$ cat config.mk
export PLATFORM = sky130hd
export DESIGN_NAME = channel_dump_flat
export DESIGN_NICKNAME = d
export VERILOG_FILES = /design/src/rtl/channel_dump_if.sv /design/src/rtl/channel_dump.sv /design/src/flat_wrapper.sv
export SDC_FILE = /design/constraint.sdc
export NUM_CORES = 1
export LEC_CHECK = 0
export CORE_MARGIN = 3
export CORE_UTILIZATION = 45
export DETAILED_ROUTE_END_ITERATION = 10
export GPL_ROUTABILITY_DRIVEN = 0
export HOLD_SLACK_MARGIN = 0.08
export PLACE_DENSITY_LB_ADDON = 0.08
export SETUP_SLACK_MARGIN = 0.02
export SYNTH_ARGS = -nofsm -noshare
export SYNTH_HDL_FRONTEND = slang
export SYNTH_SLANG_ARGS = --single-unit
export TNS_END_PERCENT = 50
$ cat constraint.sdc
create_clock -name clk -period 6.1 [get_ports clk]
set_clock_uncertainty 0.15 [all_clocks]
set_input_delay 1.22 -clock clk [delete_from_list [all_inputs] [get_ports clk]]
set_output_delay 1.22 -clock clk [all_outputs]
set_load 0.03 [all_outputs]
$ cat src/rtl/channel_dump_if.sv
// Bundle of the dump command, capture-RAM read port and UART transmit handshake
// shared between channel_dump (slave) and the surrounding system (master).
interface channel_dump_if;
    logic       dump;
    logic [1:0] ch_sel;
    logic [8:0] start_addr;
    logic [7:0] ram_rd_data1;
    logic [7:0] ram_rd_data2;
    logic [7:0] ram_rd_data3;
    logic [8:0] ram_addr;
    logic       ram_en;
    logic [7:0] tx_data;
    logic       trmt;
    logic       tx_done;
    logic       dump_fin;
    logic       busy;

    modport slave (
        input  dump, ch_sel, start_addr, ram_rd_data1, ram_rd_data2, ram_rd_data3, tx_done,
        output ram_addr, ram_en, tx_data, trmt, dump_fin, busy
    );

    modport master (
        output dump, ch_sel, start_addr, ram_rd_data1, ram_rd_data2, ram_rd_data3, tx_done,
        input  ram_addr, ram_en, tx_data, trmt, dump_fin, busy
    );
endinterface

$ cat src/rtl/channel_dump.sv
// Streams the 512 captured samples of one channel, oldest first, to the UART.
// Define CHANNEL_DUMP_HDR_EN to prefix the stream with a header byte 8'hC0 | ch_sel.
module channel_dump (
    input  logic          clk,
    input  logic          rst,
    channel_dump_if.slave bus
);
    typedef enum logic [2:0] {IDLE, RD, LATCH, XMIT, WAIT, FIN} state_t;

    state_t     state;
    logic [1:0] ch_sel_reg;
    logic [8:0] start_addr_reg;
    logic [9:0] byte_cnt;
    logic [8:0] next_addr;
`ifdef CHANNEL_DUMP_HDR_EN
    logic       hdr_pend;
`endif

    // Address of the byte after the one just acknowledged; 9-bit sum wraps 511 -> 0.
    assign next_addr = start_addr_reg + byte_cnt[8:0] + 9'd1;

    function automatic logic [7:0] sel_byte(input logic [1:0] sel, input logic [7:0] d1,
                                            input logic [7:0] d2, input logic [7:0] d3);
        case (sel)
            2'd0:    return d1;
            2'd1:    return d2;
            2'd2:    return d3;
            default: return 8'h00;
        endcase
    endfunction

    always_ff @(posedge clk or posedge rst) begin
        if (rst) begin
            state          <= IDLE;
            ch_sel_reg     <= 2'd0;
            start_addr_reg <= 9'd0;
            byte_cnt       <= 10'd0;
            bus.ram_addr   <= 9'h000;
            bus.ram_en     <= 1'b0;
            bus.tx_data    <= 8'h00;
            bus.trmt       <= 1'b0;
            bus.dump_fin   <= 1'b0;
            bus.busy       <= 1'b0;
`ifdef CHANNEL_DUMP_HDR_EN
            hdr_pend       <= 1'b0;
`endif
        end else begin
            case (state)
                IDLE: begin
                    if (bus.dump) begin
                        ch_sel_reg     <= bus.ch_sel;
                        start_addr_reg <= bus.start_addr;
                        byte_cnt       <= 10'd0;
                        bus.busy       <= 1'b1;
                        if (bus.ch_sel == 2'd3) begin
                            state        <= FIN;
                            bus.dump_fin <= 1'b1;
                        end else begin
`ifdef CHANNEL_DUMP_HDR_EN
                            hdr_pend    <= 1'b1;
                            bus.tx_data <= 8'hC0 | {6'b0, bus.ch_sel};
                            bus.trmt    <= 1'b1;
                            state       <= XMIT;
`else
                            bus.ram_en   <= 1'b1;
                            bus.ram_addr <= bus.start_addr;
                            state        <= RD;
`endif
                        end
                    end
                end
                RD: begin
                    bus.ram_en <= 1'b0;
                    state      <= LATCH;
                end
                // RAM data for the address issued in RD is on the read bus now.
                LATCH: begin
                    bus.tx_data <= sel_byte(ch_sel_reg, bus.ram_rd_data1,
                                            bus.ram_rd_data2, bus.ram_rd_data3);
                    bus.trmt    <= 1'b1;
                    state       <= XMIT;
                end
                XMIT: begin
                    bus.trmt <= 1'b0;
                    state    <= WAIT;
                end
                WAIT: begin
                    if (bus.tx_done) begin
`ifdef CHANNEL_DUMP_HDR_EN
                        if (hdr_pend) begin
                            hdr_pend     <= 1'b0;
                            bus.ram_en   <= 1'b1;
                            bus.ram_addr <= start_addr_reg;
                            state        <= RD;
                        end else
`endif
                        begin
                            byte_cnt <= byte_cnt + 10'd1;
                            if (byte_cnt == 10'd511) begin
                                bus.dump_fin <= 1'b1;
                                state        <= FIN;
                            end else begin
                                bus.ram_en   <= 1'b1;
                                bus.ram_addr <= next_addr;
                                state        <= RD;
                            end
                        end
                    end
                end
                FIN: begin
                    bus.dump_fin <= 1'b0;
                    bus.busy     <= 1'b0;
                    state        <= IDLE;
                end
                default: state <= IDLE;
            endcase
        end
    end
endmodule

$ cat src/flat_wrapper.sv
// flat-port wrapper written by rule: the top's interface ports become plain ports
module channel_dump_flat 
  (clk, rst, bus_dump, bus_ch_sel, bus_start_addr, bus_ram_rd_data1, bus_ram_rd_data2, bus_ram_rd_data3, bus_tx_done, bus_ram_addr, bus_ram_en, bus_tx_data, bus_trmt, bus_dump_fin, bus_busy);
  channel_dump_if bus_i ();
  input  logic clk;
  input  logic rst;
  input wire logic [$bits(bus_i.dump)-1:0] bus_dump;
  input wire logic [$bits(bus_i.ch_sel)-1:0] bus_ch_sel;
  input wire logic [$bits(bus_i.start_addr)-1:0] bus_start_addr;
  input wire logic [$bits(bus_i.ram_rd_data1)-1:0] bus_ram_rd_data1;
  input wire logic [$bits(bus_i.ram_rd_data2)-1:0] bus_ram_rd_data2;
  input wire logic [$bits(bus_i.ram_rd_data3)-1:0] bus_ram_rd_data3;
  input wire logic [$bits(bus_i.tx_done)-1:0] bus_tx_done;
  output wire logic [$bits(bus_i.ram_addr)-1:0] bus_ram_addr;
  output wire logic [$bits(bus_i.ram_en)-1:0] bus_ram_en;
  output wire logic [$bits(bus_i.tx_data)-1:0] bus_tx_data;
  output wire logic [$bits(bus_i.trmt)-1:0] bus_trmt;
  output wire logic [$bits(bus_i.dump_fin)-1:0] bus_dump_fin;
  output wire logic [$bits(bus_i.busy)-1:0] bus_busy;
  assign bus_i.dump = bus_dump;
  assign bus_i.ch_sel = bus_ch_sel;
  assign bus_i.start_addr = bus_start_addr;
  assign bus_i.ram_rd_data1 = bus_ram_rd_data1;
  assign bus_i.ram_rd_data2 = bus_ram_rd_data2;
  assign bus_i.ram_rd_data3 = bus_ram_rd_data3;
  assign bus_i.tx_done = bus_tx_done;
  assign bus_ram_addr = bus_i.ram_addr;
  assign bus_ram_en = bus_i.ram_en;
  assign bus_tx_data = bus_i.tx_data;
  assign bus_trmt = bus_i.trmt;
  assign bus_dump_fin = bus_i.dump_fin;
  assign bus_busy = bus_i.busy;
  channel_dump u_core (.clk(clk), .rst(rst), .bus(bus_i));
endmodule
==> Word-level counts from Yosys, hierarchy flattened <==
Cells that the tools add are included.
{ "word_totals": {"reg_bits": 45, "word_cells": 69} }
{ "op_classes": {"add_sub_neg": 3, "eq_ne": 15, "muxes": 27, "reduce_logical": 14} }
{ "op_table": {"columns": ["op", "n"], "rows": [
  ["9-bit 2-to-1 mux", 4],
  ["8-bit case mux with 3 select lines", 1],
  ["10-bit 2-to-1 mux", 2],
  ["10-bit case mux with 2 select lines", 1],
  ["9-bit case mux with 2 select lines", 1],
  ["3-bit case mux with 5 select lines", 1],
  ["5-bit AND reduction", 3],
  ["3-bit 2-to-1 mux", 4],
  ["10-bit by 1-bit adder with 10-bit output (second input constant)", 1],
  ["10-bit by 9-bit == test with 1-bit output (second input constant)", 1],
  ["9-bit by 1-bit adder with 9-bit output (second input constant)", 1],
  ["9-bit adder", 1],
  ["1-bit 2-to-1 mux", 9],
  ["2-bit inequality test (second input constant)", 4],
  ["3-bit by 2-bit == test with 1-bit output (second input constant)", 2],
  ["3-bit == test (second input constant)", 2],
  ["1-bit case mux with 3 select lines", 2],
  ["2-bit AND reduction", 3],
  ["2-bit nonzero test", 3],
  ["3-bit nonzero test", 2],
  ["2-bit == test (second input constant)", 2],
  ["2-bit by 1-bit inequality test with 1-bit output (second input constant)", 2],
  ["1-bit case mux with 2 select lines", 2],
  ["3-bit by 1-bit == test with 1-bit output (second input constant)", 1],
  ["other kinds (4)", 4]
]} }

==> Logic depth before layout (Yosys ltp) <==
Gate-level depths: netlist of the first run.
{ "logic_depth": {"depth_word": 5, "depth_mapped": 9, "ltp_nobuf": 8} }

==> Worst setup path before layout of the first run <==
No wires, ideal clock.
{ "synth_path": {"kind": "input-to-reg", "start": "input bus_dump", "end": "register u_core.bus.ram_addr[0]", "arrival_time_ns": 2.288, "required_time_ns": 5.825, "path_slack_ns": 3.538, "cell_stages": 5, "n_path_buf": 1, "cell_sequence": "nand2b_1 -> a21o_1 -> buf_6 -> nor3_4 -> mux2_2"} }
{ "synth_via": {"elab_chain_len": 2} }
{ "synth_lines": {"columns": ["item", "line_no", "rtl"], "rows": [
  ["start: declaration", "flat_wrapper.sv:7", "input wire logic [$bits(bus_i.dump)-1:0] bus_dump;"],
  ["2-bit inequality test (no source line)", null, null],
  ["5-bit AND reduction (no source line)", null, null],
  ["end signal: assignment", "channel_dump.sv:66", "bus.ram_addr <= bus.start_addr;"],
  ["end signal: assignment", "channel_dump.sv:104", "bus.ram_addr <= next_addr;"],
  ["end: declaration", "channel_dump_if.sv:20", "output ram_addr, ram_en, tx_data, trmt, dump_fin, busy"]
]} }
Every way passes these cells.
A chain may end at the register's enable or synchronous reset.

==> Worst setup path in the final report of the first run <==
{ "layout_path": {"start": "input bus_dump", "end": "register u_core.bus.ram_addr[4]"} }
The elaborated chain is that of the path after synthesis.

==> impl_metrics.ini, run 1 <==
[synthesis]
ys_ff_latch = 45
synth.most_common_cell = dfrtp_1
syn_nets = 322
ys.flop_type = dfrtp_1
syn_inst = 273
yosysTopAreaCell = dfrtp_1
synth.top_cells.by_area = dfrtp_1 44%, nor2_1 6.3%, a21oi_1 5.3%
ys_seq_area_share_pct = 44.1
ys_types = 45
synth_top_area_share_pct = 44.1
yosysWarnings = 0
synth_top_cells_by_count = 45 x dfrtp_1, 43 x nor2_1, 27 x a21oi_1
syn_area_per_cell_um2 = 9.36
syn-cell-area_mm2 = 0.00256
async_reset_ff_share_pct = 100
synth_edf_count = 0

[job]
max_cap_violations = 0

[critical_path]
worst_ep_required_time_ns = 6.14
reg2reg_slack_ns = 3.36
crit_arrival_ns = 3.32
path_max_fanout = 18
crit_type = in -> reg
end_kind = flip-flop
startpoint_type = input pin

[place]
placedCellCount = 389
pre_cts_ws_ns = 2.55
dpl.hpwl_um = 4270
io_buffer_count = 59

[grt]
track_usage_pct = 19.2
first_global_vias = 2010
grt_start_max_net_pins = 46
grt_pass1_wl_um = 9710
gr-total-overflow = 0
antenna_found_initial = 0

[sta]
hold_viol = 0
finalCriticalPeriod_ns = 3.28
setup_slack_ns = 2.82
drv_slew = 0
worstMarginPinSlew_ns = 0.996
rsz0062_at_grt = no
maxSlewHeadroom_pct = 33.4
setup_viol = 0
finalCritPeriodShare_pct = 53.8
fmax_ghz = 0.304
setup_tns_ns = 0

[route]
dr.pass1.iters = 4
vias_per_cell = 5.22
ant_nets = 0
wl_per_cell_um = 15.0
finalWirelength_um = 5940
drt-initial-drc-count = 108
vias = 2068
drc = 0

[power_and_ir_drop]
powerDensity_mw_per_mm2 = 479
p_int_uw = 880
p_comb_share_pct = 52.9
power_frac_clock_pct = 11.9
switching_share_pct = 43.3
worst_ir_drop_vdd_mv = 0.222
p_leak_uw = 0.00136
p_switching_uw = 673
power.share.sequential_pct = 35.2

[floorplanning]
core_mm2 = 0.00530
die-height_um = 81.4
start_util_pct = 48.2
rows = 26
die-area_mm2 = 0.00662
io_pins = 60
die_w_um = 81.4

[clocking]
clock-sinks = 45
clock_latency_ns = 0.29
max-clock-path-buffers = 2
cts_post_setup_buffers_inserted = 0
cts-hold-fix-buffers = 0
cts_htree_levels = 2
clk_pin_slew_worst_paths_ns = 0.08
post_cts_resized = 0
cts_tree = yes
clockRootBuffer = clkbuf_8
cts_made_buffers = 5

[final_layout]
largest_reg_flops = 10
finalNonFillerCells = 396
syn_to_final_growth_pct = 26.8
final_layout_size_suffix_gt1_share_pct = 6.13
diodes = 0
layout.nets = 375

[hold_path]
hp-class = reg -> reg

[run_status]
status = completed
## metal layers
| metal | share of wire (%) | vias up | track usage (%) | wire (um) |
|---|---|---|---|---|
| met4 | 0.96 | 0 | 5.57 | 57 |
| li1 | - | 1067 | - | - |
| met5 | 0 | - | 0 | 0 |
| met1 | 49 | 961 | 28.1 | 2940 |
| met2 | 46 | 35 | 28.7 | 2750 |
| met3 | 3.3 | 5 | 3.66 | 197 |
## stage by stage
stage | power, uW | cell area [um2] | hold slack [ns] | utilization [%]
2_1_floorplan | 1120 | 2560 | 0.335 | -
3_3_place_gp | 1360 | 3150 | 0.323 | 59.5
3_5_place_dp | 1370 | 3150 | 0.319 | 59.5
4_1_cts | 1570 | 3240 | 0.339 | 61.1
5_1_grt | 1670 | 3240 | 0.365 | 61.1
6_report | 1550 | 3240 | 0.332 | 61.1
## worst paths after layout
kind | startpoint | end | cells after the start
max in group asynchronous | rst | u_core.byte_cnt[0]$_DFFE_PP0P_ | 2
max | bus_dump | u_core.bus.ram_addr[4]$_DFFE_PP0P_ | 6
min | u_core.bus.trmt$_DFFE_PP0P_ | u_core.bus.trmt$_DFFE_PP0P_ | 1
min in group asynchronous | rst | u_core.bus.ram_addr[6]$_DFFE_PP0P_ | 2
min reg2reg | u_core.bus.trmt$_DFFE_PP0P_ | u_core.bus.trmt$_DFFE_PP0P_ | 1
max reg2reg | u_core.state[1]$_DFFE_PP0P_ | u_core.bus.ram_addr[4]$_DFFE_PP0P_ | 5
## critical path, cell delays in order
cell and delay [ns]:
clkdlybuf4s50_1 0.53, nand2b_1 0.15, a21o_1 0.31, nor3_4 0.67, o311ai_0 0.28, o21a_1 0.16
## final cells by class
type / count / area, um2
tap: 70 / 87.6
timing repair buffer: 59 / 591
fill: 481 / 2060
inverter: 9 / 33.8
sequential: 45 / 1130
multi-input combinational: 206 / 1320
clock buffer: 7 / 86.3
## logic make-up (layout without fill, tap and decap cells)
group / count (synthesis) / after routing / synth area share, %
and+or+nand+nor: 98 / 98 / 18.2
AOI/OAI and AO/OA: 71 / 71 / 17.5
DFF: 45 / 45 / 44.1
buffers and inverters: 22 / 75 / 4.45
muxes: 18 / 18 / 7.54
adders and majority gates: 10 / 10 / 5.19
xor gates and xnor gates: 9 / 9 / 3.08
## cell usage in the layout (no fill, tap or decap), types with 2 or more instances in the layout
cell type,instances
nor2_1,43
o31ai_1,3
ha_1,9
xnor2_1,4
nand2_1,22
nand2b_1,2
mux2i_1,8
o31a_1,2
a31oi_1,3
mux2_2,10
inv_1,8
a21oi_1,27
o21a_1,9
xor2_1,5
nor3b_1,3
clkbuf_8,6
o311ai_0,2
o211ai_1,2
a21o_1,2
dfrtp_1,45
o21ai_0,12
nand4_1,2
a211oi_1,2
nor2b_1,4
nor3_1,7
clkdlybuf4s50_1,59
nand3_1,7
## power groups by stage
stage / combinational, uW / clock, uW / sequential, uW
6_report: 822 / 184 / 546
3_5_place_dp: 823 / 0 / 549
4_1_cts: 829 / 192 / 545
5_1_grt: 904 / 205 / 565
3_3_place_gp: 806 / 0 / 549
2_1_floorplan: 495 / 0 / 627
No activity file was read; power rests on OpenSTA's default activity.
==> run 2: changes to the inputs <==
- clock period: 6.1 -> 2.9 ns (I/O delays scaled with it)
==> run 2 against run 1 <==
  * Non-clock buffer count grew 9
  * Highest routed layer unchanged
  * Hold slack improved by 0.015 ns
  * Largest cell class unchanged
  * Setup slack got worse by 2.3 ns
  * Critical path type is now reg -> reg
  * Die area unchanged
==> impl_metrics.ini, run 2 (synthesized netlist as in run 1, its figures left out) <==
[run_status]
status = completed

[hold_path]
hp-class = reg -> reg
worstHoldStart = u_core.bus.trmt$_DFFE_PP0P_
holdPathStages = 1
min_to = u_core.bus.trmt$_DFFE_PP0P_

[final_layout]
final_cell_mix = 59 x clkdlybuf4s50_1, 45 x dfrtp_1, 43 x nor2_1, 27 x a21oi_1, 22 x nand2_1
fillers = 468
final_common_cell = clkdlybuf4s50_1
syn_to_final_growth_pct = 29.4
largest_reg_flops = 10
diodes = 0
final_layout_size_suffix_gt1_share_pct = 9.23
layout.nets = 384

[critical_path]
worst_ep_required_time_ns = 2.94
r2r-start = u_core.byte_cnt[0]$_DFFE_PP0P_
reg2reg_slack_ns = 0.53
startpoint_type = flip-flop
timing.rr.end = u_core.bus.ram_addr[8]$_DFFE_PP0P_
critPathTopFamily = compound AO/OA/AOI/OAI gates
r2r_cells = 8
crit_type = reg -> reg
crit_slowest_cell = dfrtp_1
end_kind = flip-flop
path_max_fanout = 5
cp_num_buf_inv = 1
crit_arrival_ns = 2.40
crit_chain = inv_1 -> ha_1 -> fa_1 -> nor2b_1 -> o31ai_1 -> a21oi_1 -> nor2_1 -> o32a_1
crit_path_start = u_core.byte_cnt[0]$_DFFE_PP0P_
worst_path_largest_cell_delay_ns = 0.41

[clocking]
clk_pin_slew_worst_paths_ns = 0.09
post_cts_resized = 0
clock_latency_ns = 0.30
cts_post_setup_buffers_inserted = 0
cts_made_buffers = 5
cts_tree = yes
clock-sinks = 45
max-clock-path-buffers = 2
cts-hold-fix-buffers = 0
clockRootBuffer = clkbuf_8
cts_htree_levels = 2

[floorplanning]
rows = 26
start_util_pct = 48.2
die-area_mm2 = 0.00662
die_w_um = 81.4
die-height_um = 81.4
core_mm2 = 0.00530
io_pins = 60

[sta]
setup_viol = 0
worstMarginPinSlew_ns = 0.595
fmax_ghz = 0.423
finalCritPeriodShare_pct = 81.6
rsz0062_at_grt = no
drv_slew = 0
maxSlewHeadroom_pct = 60.3
setup_tns_ns = 0
finalCriticalPeriod_ns = 2.37
hold_viol = 0
timing.hold.ws_ns = 0.346

[route]
drc = 0
vias_per_cell = 5.30
dr.pass1.iters = 4
finalWirelength_um = 5910
ant_nets = 0
drt-initial-drc-count = 130
wl_per_cell_um = 14.6
vias = 2152

[grt]
gr-total-overflow = 0
track_usage_pct = 19.6
first_global_vias = 2155
grt_pass1_wl_um = 10100
grt_start_max_net_pins = 22
antenna_found_initial = 0

[power_and_ir_drop]
powerDensity_mw_per_mm2 = 996
worst_ir_drop_vdd_mv = 0.561
power.total_uw = 3300
p_leak_uw = 0.00140

[place]
io_buffer_count = 59
dpl.hpwl_um = 4460

[job]
max_cap_violations = 0
run 2: cell types whose count changed in the layout (fill, tap and decap cells not counted):
cell and change:
clkinvlp_4 +1, buf_4 +9, clkinv_2 +2, clkbuf_1 -1, clkbuf_8 -1
run 2: worst max-delay path by stage:
stage / depth (start not counted) / end / slack (ns)
5_1_grt: 8 / u_core.bus.ram_addr[8]$_DFFE_PP0P_ / 0.44
4_1_cts: 8 / u_core.bus.ram_addr[8]$_DFFE_PP0P_ / 0.55
2_1_floorplan: 8 / u_core.bus.ram_addr[8]$_DFFE_PP0P_ / 0.81
6_report: 8 / u_core.bus.ram_addr[8]$_DFFE_PP0P_ / 0.53
3_5_place_dp: 7 / u_core.bus.ram_addr[8]$_DFFE_PP0P_ / 0.40
3_3_place_gp: 7 / u_core.bus.ram_addr[8]$_DFFE_PP0P_ / 0.44
run 2: metal layers:
| metal | vias up | part of all wire, % | GRT usage, % |
|---|---|---|---|
| li1 | 1081 | - | - |
| met1 | 1013 | 48 | 28.0 |
| met2 | 50 | 45 | 30.0 |
| met3 | 8 | 5.2 | 3.77 |
| met4 | 0 | 1.4 | 6.08 |
| met5 | - | 0 | 0 |
run 2: layout make-up:
type / count / area, um2 / share of cell area, %
well taps: 70 / 87.6 / 2.65
inverters: 9 / 33.8 / 1.02
clock inverters: 3 / 17.5 / 0.530
flip-flops and latches: 45 / 1130 / 34.0
clock buffers: 5 / 68.8 / 2.08
multi-input cells: 206 / 1320 / 39.8
repair buffers: 68 / 658 / 19.9
run 2: per-stage QoR:
step / setup slack, ns / instances / area, um2 / utilization, %
floorplan: 0.808 / 273 / 2560 / -
global placement: 0.439 / 398 / 3220 / 60.8
detailed placement: 0.401 / 398 / 3220 / 60.8
CTS: 0.554 / 406 / 3310 / 62.4
global route: 0.442 / 406 / 3310 / 62.4
finish: 0.534 / 406 / 3310 / 62.4
run 2: report_power, final:
group | switching (uW) | internal, uW | total (uW)
sequential | 253 | 891 | 1140
combinational | 958 | 808 | 1770
clock | 220 | 167 | 387
